<file path="src/rtl/trace_pkg.sv">
// Shared types for the writeback-trace UART transmitter: trace entry layout,
// transmitter FSM states and the frame byte selector.
package trace_pkg;

    localparam logic [7:0] SYNC_BYTE   = 8'hA5;
    localparam int         FRAME_BYTES = 5;

    typedef enum logic [1:0] {
        IDLE  = 2'd0,
        START = 2'd1,
        DATA  = 2'd2,
        STOP  = 2'd3
    } tx_state_t;

    // 'rd' holds WBReg (the name 'reg' is reserved in SystemVerilog)
    typedef struct packed {
        logic        br;
        logic [3:0]  rd;
        logic [23:0] data;
    } trace_entry_t;

    function automatic logic [7:0] frame_byte(input trace_entry_t e, input logic [2:0] idx);
        logic [7:0] b;
        case (idx)
            3'd0:    b = SYNC_BYTE;
            3'd1:    b = {e.br, 3'b000, e.rd};
            3'd2:    b = e.data[23:16];
            3'd3:    b = e.data[15:8];
            default: b = e.data[7:0];
        endcase
        return b;
    endfunction

endpackage

</file>
<file path="src/rtl/trace_fifo.sv">
// Trace entry FIFO with combinational read-out so the transmitter can pop an
// entry in the cycle right after it was written. Push is accepted when full if a pop occurs.
module trace_fifo
    import trace_pkg::*;
#(
    parameter int DEPTH = 8
) (
    input  logic                     clk,
    input  logic                     rst_n,
    input  logic                     push,
    input  trace_entry_t             din,
    input  logic                     pop,
    output trace_entry_t             dout,
    output logic                     full,
    output logic                     empty,
    output logic [$clog2(DEPTH):0]   level
);
    localparam int AW = $clog2(DEPTH);
    localparam int LW = AW + 1;

    trace_entry_t   mem [DEPTH];
    logic [AW-1:0]  wr_ptr_q, wr_ptr_d;
    logic [AW-1:0]  rd_ptr_q, rd_ptr_d;
    logic [LW-1:0]  level_q, level_d;
    logic           do_push, do_pop;

    assign full    = (level_q == LW'(DEPTH));
    assign empty   = (level_q == '0);
    assign do_pop  = pop && !empty;
    assign do_push = push && (!full || do_pop);

    always_comb begin
        wr_ptr_d = do_push ? wr_ptr_q + AW'(1) : wr_ptr_q;
        rd_ptr_d = do_pop  ? rd_ptr_q + AW'(1) : rd_ptr_q;
        level_d  = level_q;
        case ({do_push, do_pop})
            2'b10:   level_d = level_q + LW'(1);
            2'b01:   level_d = level_q - LW'(1);
            default: level_d = level_q;
        endcase
    end

    always_ff @(posedge clk or negedge rst_n) begin
        if (!rst_n) begin
            wr_ptr_q <= '0;
            rd_ptr_q <= '0;
            level_q  <= '0;
        end else begin
            wr_ptr_q <= wr_ptr_d;
            rd_ptr_q <= rd_ptr_d;
            level_q  <= level_d;
        end
    end

    always_ff @(posedge clk) begin
        if (do_push) begin
            mem[wr_ptr_q] <= din;
        end
    end

    assign dout  = mem[rd_ptr_q];
    assign level = level_q;

endmodule

</file>
<file path="src/rtl/wb_trace_uart_tx.sv">
// Writeback trace transmitter: buffers retired register writebacks and sends each
// as a 5-byte 8N1 UART frame (sync, {br,reg}, data[23:16], data[15:8], data[7:0]).
module wb_trace_uart_tx
    import trace_pkg::*;
#(
    parameter int CLKS_PER_BIT = 434,
    parameter int DEPTH        = 8
) (
    input  logic                     clk,
    input  logic                     reset,
    input  logic                     wb_valid,
    input  logic [3:0]               wb_reg,
    input  logic [23:0]              wb_data,
    input  logic                     branch_taken,
    output logic                     tx,
    output logic                     busy,
    output logic                     overflow,
    output logic [$clog2(DEPTH):0]   fifo_level
);
    localparam int             BW        = $clog2(CLKS_PER_BIT + 1);
    localparam logic [BW-1:0]  BAUD_LAST = BW'(CLKS_PER_BIT - 1);
    localparam logic [2:0]     LAST_BYTE = 3'(FRAME_BYTES - 1);

    tx_state_t     state_q, state_d;
    logic [BW-1:0] baud_q, baud_d;
    logic [2:0]    bit_q, bit_d;
    logic [2:0]    byte_idx_q, byte_idx_d;
    logic [7:0]    shift_q, shift_d;
    trace_entry_t  entry_q, entry_d;
    logic          tx_q, tx_d;
    logic          overflow_q, overflow_d;

    trace_entry_t  wb_entry, fifo_dout;
    logic          fifo_full, fifo_empty, pop, baud_tick;

    assign wb_entry = {branch_taken, wb_reg, wb_data};

    trace_fifo #(.DEPTH(DEPTH)) u_fifo (
        .clk   (clk),
        .rst_n (reset),
        .push  (wb_valid),
        .din   (wb_entry),
        .pop   (pop),
        .dout  (fifo_dout),
        .full  (fifo_full),
        .empty (fifo_empty),
        .level (fifo_level)
    );

    assign baud_tick  = (baud_q == BAUD_LAST);
    assign overflow_d = overflow_q | (wb_valid & fifo_full & ~pop);

    always_comb begin
        state_d    = state_q;
        baud_d     = baud_q;
        bit_d      = bit_q;
        byte_idx_d = byte_idx_q;
        shift_d    = shift_q;
        entry_d    = entry_q;
        pop        = 1'b0;
        case (state_q)
            START: begin
                if (baud_tick) begin
                    baud_d  = '0;
                    bit_d   = '0;
                    state_d = DATA;
                end else begin
                    baud_d = baud_q + BW'(1);
                end
            end
            DATA: begin
                if (baud_tick) begin
                    baud_d  = '0;
                    shift_d = {1'b0, shift_q[7:1]};
                    if (bit_q == 3'd7) begin
                        state_d = STOP;
                    end else begin
                        bit_d = bit_q + 3'd1;
                    end
                end else begin
                    baud_d = baud_q + BW'(1);
                end
            end
            STOP: begin
                if (baud_tick) begin
                    baud_d = '0;
                    if (byte_idx_q == LAST_BYTE) begin
                        state_d = IDLE;
                    end else begin
                        byte_idx_d = byte_idx_q + 3'd1;
                        shift_d    = frame_byte(entry_q, byte_idx_q + 3'd1);
                        state_d    = START;
                    end
                end else begin
                    baud_d = baud_q + BW'(1);
                end
            end
            default: begin
                baud_d = '0;
                if (!fifo_empty) begin
                    pop        = 1'b1;
                    entry_d    = fifo_dout;
                    byte_idx_d = '0;
                    shift_d    = SYNC_BYTE;
                    state_d    = START;
                end
            end
        endcase

        // tx follows the next state so the line changes on the same edge as the FSM
        case (state_d)
            START:   tx_d = 1'b0;
            DATA:    tx_d = shift_d[0];
            default: tx_d = 1'b1;
        endcase
    end

    always_ff @(posedge clk or negedge reset) begin
        if (!reset) begin
            state_q    <= IDLE;
            baud_q     <= '0;
            bit_q      <= '0;
            byte_idx_q <= '0;
            shift_q    <= '0;
            entry_q    <= '0;
            tx_q       <= 1'b1;
            overflow_q <= 1'b0;
        end else begin
            state_q    <= state_d;
            baud_q     <= baud_d;
            bit_q      <= bit_d;
            byte_idx_q <= byte_idx_d;
            shift_q    <= shift_d;
            entry_q    <= entry_d;
            tx_q       <= tx_d;
            overflow_q <= overflow_d;
        end
    end

    assign tx       = tx_q;
    assign busy     = (state_q != IDLE);
    assign overflow = overflow_q;

endmodule

</file>
<file path="config.mk">
export PLATFORM = sky130hd
export DESIGN_NAME = wb_trace_uart_tx
export DESIGN_NICKNAME = d
export VERILOG_FILES = /design/src/rtl/trace_pkg.sv /design/src/rtl/trace_fifo.sv /design/src/rtl/wb_trace_uart_tx.sv
export SDC_FILE = /design/constraint.sdc
export NUM_CORES = 1
export LEC_CHECK = 0
export BUFFER_PORTS_ARGS = -buffer_cell sky130_fd_sc_hd__buf_2
export CAP_MARGIN = 30
export CORE_AREA = 2 2 167 169
export DETAILED_ROUTE_END_ITERATION = 12
export DIE_AREA = 0 0 169 171
export PLACE_DENSITY = 0.62
export REMOVE_ABC_BUFFERS = 1
export SYNTH_ARGS = -nofsm -noshare
export SYNTH_HDL_FRONTEND = slang
export SYNTH_SLANG_ARGS = --single-unit
</file>
<file path="constraint.sdc">
create_clock -name clk -period 4.7 [get_ports clk]
set_clock_uncertainty 0.1 [all_clocks]
set_input_delay 0.94 -clock clk [delete_from_list [all_inputs] [get_ports clk]]
set_output_delay 0.94 -clock clk [all_outputs]
set_load 0.005 [all_outputs]
</file>
### Word-level counts from Yosys, hierarchy flattened

Memory sizes are Yosys's and may differ from the RTL's. A register that Yosys moved wholly into a read port is not among the register bits.
Index checks and enable logic that the tools add are counted.

* eq/ne operators: 21
* reduce and logical (&&, ||, !) cells: 17
* bitwise operators: 8
* shift-type cells: 0
* $lt $le $gt $ge: 0
* multiply operators: 0
* divide/modulo/power cells: 0
* $add $sub $neg: 7
* muxes and demuxes: 29

Operators by type and width (number)
* 8-bit 2-to-1 mux: 4
* 8-bit one-hot mux with 4 select lines: 1
* 8-bit one-hot mux with 3 select lines: 1
* 3-bit 2-to-1 mux: 6
* 9-bit 2-to-1 mux: 2
* 3-bit by 1-bit adder with 3-bit output (second input constant): 4
* 3-bit one-hot mux with 2 select lines: 2
* 2-bit 2-to-1 mux: 5
* 2-bit != test (second input constant): 5
* 9-bit by 1-bit adder with 9-bit output (second input constant): 1
* 9-bit == test (second input constant): 1
* 2-bit == test (second input constant): 4
* 4-bit one-hot mux with 2 select lines: 1
* 4-bit AND reduction: 2
* 2-bit by 1-bit == test with 1-bit output (second input constant): 3
* 3-bit by 2-bit == test with 1-bit output (second input constant): 2
* 3-bit == test (second input constant): 2
* 2-bit one-hot mux with 3 select lines: 1
* 2-bit nonzero test: 3
* 1-bit 2-to-1 mux: 5
* 1-bit NOT: 5
* 5-bit AND reduction: 1
* 4-bit by 1-bit adder with 4-bit output (second input constant): 1
* 4-bit == test (second input constant): 1
* 15 further kinds: 19

* bits in registers: 37
* memories kept: 1
* memory bits (read-only): 0
* input bits: 32
* latch bits: 0
* RAM bits: 232
* word-level logic and storage cells: 94
* output and inout bits: 7

Memories
* u_fifo.mem: words 8, bits a word 29, read ports 1, clocked after Yosys merged registers in 1, write ports 1, RTL line trace_fifo.sv:21 `trace_entry_t mem [DEPTH];`

### Logic depth before layout (Yosys ltp)

* depth in word-level cells: 8
* gate-level depth with buffers: 13
* depth with buffers taken out: 13

### Modules after synthesis

A second synthesis with hierarchy kept.

* cell total of the unflattened synthesis: 749
* area total of the unflattened synthesis: 12431.9 sq um

By module, submodules not included
* trace_fifo: instances 1, area an instance 9477.8 sq um, cells an instance 420, sequential area each 7216.9 sq um
* wb_trace_uart_tx: instances 1, area an instance 2954.1 sq um, cells an instance 329, sequential area each 1402.6 sq um

### Worst setup path before layout

Ideal clock, no wire load.

* kind: input to register
* from: in wb_valid
* to: mem u_fifo.mem[0][0] (netlist name), enable pin
* path slack: 894 ps
* library setup time: 451 ps
* required time: 4149 ps
* buffers on the path: 0
* stages on the path: 3
* arrival time: 3255 ps
* path through: and2_1 -> nand2b_1 -> nor3_1

* longest elaborated chain between the ends: 3

RTL lines
* from (decl): RTL line wb_trace_uart_tx.sv:11 `input logic wb_valid,`
* 1-bit logical AND: RTL line trace_fifo.sv:30 `assign do_push = push && (!full || do_pop);`
* 1-bit 2-to-1 mux: RTL line trace_fifo.sv:56 `if (do_push) begin`
* 1-bit 2-to-1 mux (implied by the code): RTL line trace_fifo.sv:57 `mem[wr_ptr_q] <= din;`
* to (decl): RTL line trace_fifo.sv:21

No other way between the ends.

### Worst setup path after layout

* from: reg state_q[0]
* to: reg u_fifo.level_q[3], in the netlist u_fifo.level[3]

* longest elaborated chain between the ends: 8
* elaborated cells on any way between the ends: 12
* those cells by class: eq/ne: 5; mux: 2; reduce/logical: 5

RTL lines
* from (decl): RTL line wb_trace_uart_tx.sv:24 `tx_state_t state_q, state_d;`
* from (signal assigned): RTL line wb_trace_uart_tx.sv:129 `state_q <= state_d;`
* 2-bit == test / 2-bit by 1-bit == test with 1-bit output (equally long branches): RTL line wb_trace_uart_tx.sv:61 `case (state_q)`
* 3-bit OR reduction (no source line) (*)
* 1-bit 2-to-1 mux (*): RTL line wb_trace_uart_tx.sv:61
* 1-bit logical AND (*): RTL line trace_fifo.sv:29 `assign do_pop = pop && !empty;`
* 1-bit logical OR: RTL line trace_fifo.sv:30
* 1-bit logical AND: RTL line trace_fifo.sv:30
* 2-bit by 1-bit == test with 1-bit output / 2-bit == test (equally long branches): RTL line trace_fifo.sv:36 `case ({do_push, do_pop})`
* 4-bit one-hot mux with 2 select lines / 2-bit nonzero test (equally long branches)
* to (signal assigned): RTL line trace_fifo.sv:51 `level_q <= level_d;`
* to (decl): RTL line trace_fifo.sv:24 `logic [LW-1:0] level_q, level_d;`

Mark *: on every way between the ends. The rest lies on a longest branch, timed or not.
A chain may end at the register's enable or synchronous reset.

==> results.cfg <==
[place]
gp_congestion = 0.776
place_ws_ns = 1.57
dpl.hpwl_mm = 14.0
io_buffers = 38
place_inst = 1051

[hold_path]
hp-class = in -> async

[routing]
routed_wl_mm = 22.6
ant_nets = 0
vias = 6086
vias_per_cell = 5.48
drcViolationCount = 0
wl_per_cell_um = 20.4
drtIter0Drc = 516
dr.pass1.iters = 5

[run]
cap_violations = 0

[cts]
clock_tree.root_cell = clkbuf_16
cts_tree = built
cts_resized = 0
cts_buffer_depth = 3
cts.sinks = 298
cts_buffers = 31
h-tree-depth = 1
path_clk_slew_ns = 0.06
cts_setup_buffers = 0
clk_latency_ns = 0.57
cts_hold_buf = 0

[cells_and_area]
area_growth_pct = 15.8
multi_input_area_um2 = 3220
layout.cells.most_common_list = edfxtp_1, nand2_1, dfrtp_1, mux4_2, o21ai_0
seq_area_um2 = 8630
n_antenna_cell = 0
layout-drive-gt1-share_pct = 24.3
num-nets-final = 790
fill_cells = 2175
final_common_cell = edfxtp_1
instances_no_fill = 1110

[timing]
maxSlewViolCount = 0
slew_headroom_pct = 34.0
holdWs_ns = 0.203
worst_pin_slew_ns = 0.983
tns_ns = 0
fin_ws_ns = 1.54
setup_viol = 0
rsz0062_at_grt = false
finalCritPeriodShare_pct = 67.3
fin_crit_ns = 3.16
hold_viol = 0
fmax_mhz = 316

[yosys]
syn_inst = 686
synth_area_leaders = edfxtp_1, dfrtp_1, mux4_2
ys.warnings.count = 0
ys_types = 54
synth-edff-count = 232
ys.flop_type = edfxtp_1
synth_seq_cells = 298
netlist.area_leader.share_pct = 58.1
syn_avg_cell_area_um2 = 17.5
async_flop_share_pct = 22.1
synth_top_area_cell = edfxtp_1
ys_seq_area_share_pct = 71.9
synth_area_um2 = 12000

[worst_setup_path]
worst-path-max-fanout = 14
worstSetupStartpointType = flop
critical_path_required_ns = 5.04
rrSetupSlack_ns = 1.54
crit_path_end_kind = flop
path_class = reg -> reg
arrival_ns = 3.50

[power_and_ir_drop]
cellLeakagePower_nw = 4.93
cellPowerDensity_nw_per_um2 = 606
peakVddDrop_v = 0.000305
report.power.total_mw = 8.42

[floorplan]
die_h_um = 171
die-width_um = 169
dieArea_um2 = 28900
pin_count = 39
fp-row-count = 61
start_util_pct = 43.9
placeableCoreArea_um2 = 27300

[run_status]
status = completed

[grt]
first_global_vias = 6496
grt_use_total_pct = 16.2
antenna_found_initial = 1
grt_overflow = 0
grt_pass1_wl_mm = 36.1
grt_max_degree = 63
layer usage:
layer / track usage (%) / wire length (um)
met5: 0 / 11
met4: 4.50 / 612
met3: 2.98 / 1010
met2: 27.9 / 11300
met1: 21.3 / 9690
metrics by stage:
| step | utilization [%] | area, um2 |
|---|---|---|
| after floorplan | - | 11800 |
| after global placement | 46.0 | 12600 |
| after detailed placement | 46.6 | 12700 |
| after CTS | 50.8 | 13900 |
| after global routing | 50.8 | 13900 |
| final | 50.8 | 13900 |
worst max-delay path: stages (launching register included):
cell	delay, ns
dfrtp_1	0.42
inv_1	0.10
ha_1	0.49
inv_1	0.20
nand3_1	0.12
and2_1	0.24
inv_1	0.11
ha_1	0.24
ha_1	0.29
a21o_1	0.18
a21oi_1	0.18
xnor2_1	0.14
nor2_1	0.07
xor2_1	0.15
cell families (layout without fill, tap and decap cells):
family | count (synthesis) | after routing | share of synthesized area (%)
fa+ha+maj | 19 | 19 | 2.04
simple gates | 128 | 128 | 4.84
xor+xnor | 14 | 14 | 1.02
mux | 92 | 92 | 13.8
flops | 298 | 298 | 71.9
compound gates | 89 | 89 | 4.72
buf+inv | 46 | 124 | 1.75
report_power, final:
| group | switching [mW] | internal [mW] | leakage (nW) |
|---|---|---|---|
| Clock | 1.00 | 1.62 | 0.554 |
| Sequential | 0.415 | 3.38 | 2.94 |
| Combinational | 1.00 | 0.994 | 1.44 |
| Total | 2.42 | 6.00 | 4.93 |
final cells by class:
type                       instances  share of cell area [%]
clock inverter                    19                    1.95
inverter                          14                   0.378
timing repair buffer              52                    3.06
sequential                       298                    62.1
multi-input combinational        342                    23.2
tap                              346                    3.12
clock buffer                      39                    6.16
flip-flops by register name (all words and copies together), names as in the netlist:
| name | flops |
|---|---|
| u_fifo.mem | 232 |
| entry_q | 29 |
| baud_q | 9 |
| shift_q | 8 |
| u_fifo.level | 4 |
| bit_q | 3 |
| byte_idx_q | 3 |
| u_fifo.rd_ptr_q | 3 |
| u_fifo.wr_ptr_q | 3 |
| state_q | 2 |
| overflow | 1 |
| tx | 1 |
worst paths after layout:
path,startpoint,depth (start not counted),endpoint
worst min register to register,overflow,1,overflow
max in group asynchronous,reset,3,u_fifo.rd_ptr_q[0]
min in group clk,overflow,1,overflow
worst max register to register,state_q[0],13,u_fifo.level[3]
worst min-delay path,reset,1,baud_q[6]
worst max-delay path,state_q[0],13,u_fifo.level[3]
Yosys cell counts, types with 10 or more instances:
master	number
edfxtp_1	232
dfrtp_1	65
nand2_1	62
mux4_2	58
o21ai_0	41
nor2_1	35
mux2i_1	30
ha_1	18
clkbuf_1	15
inv_1	13
a21oi_1	10
(Power assumes the default switching activity.)
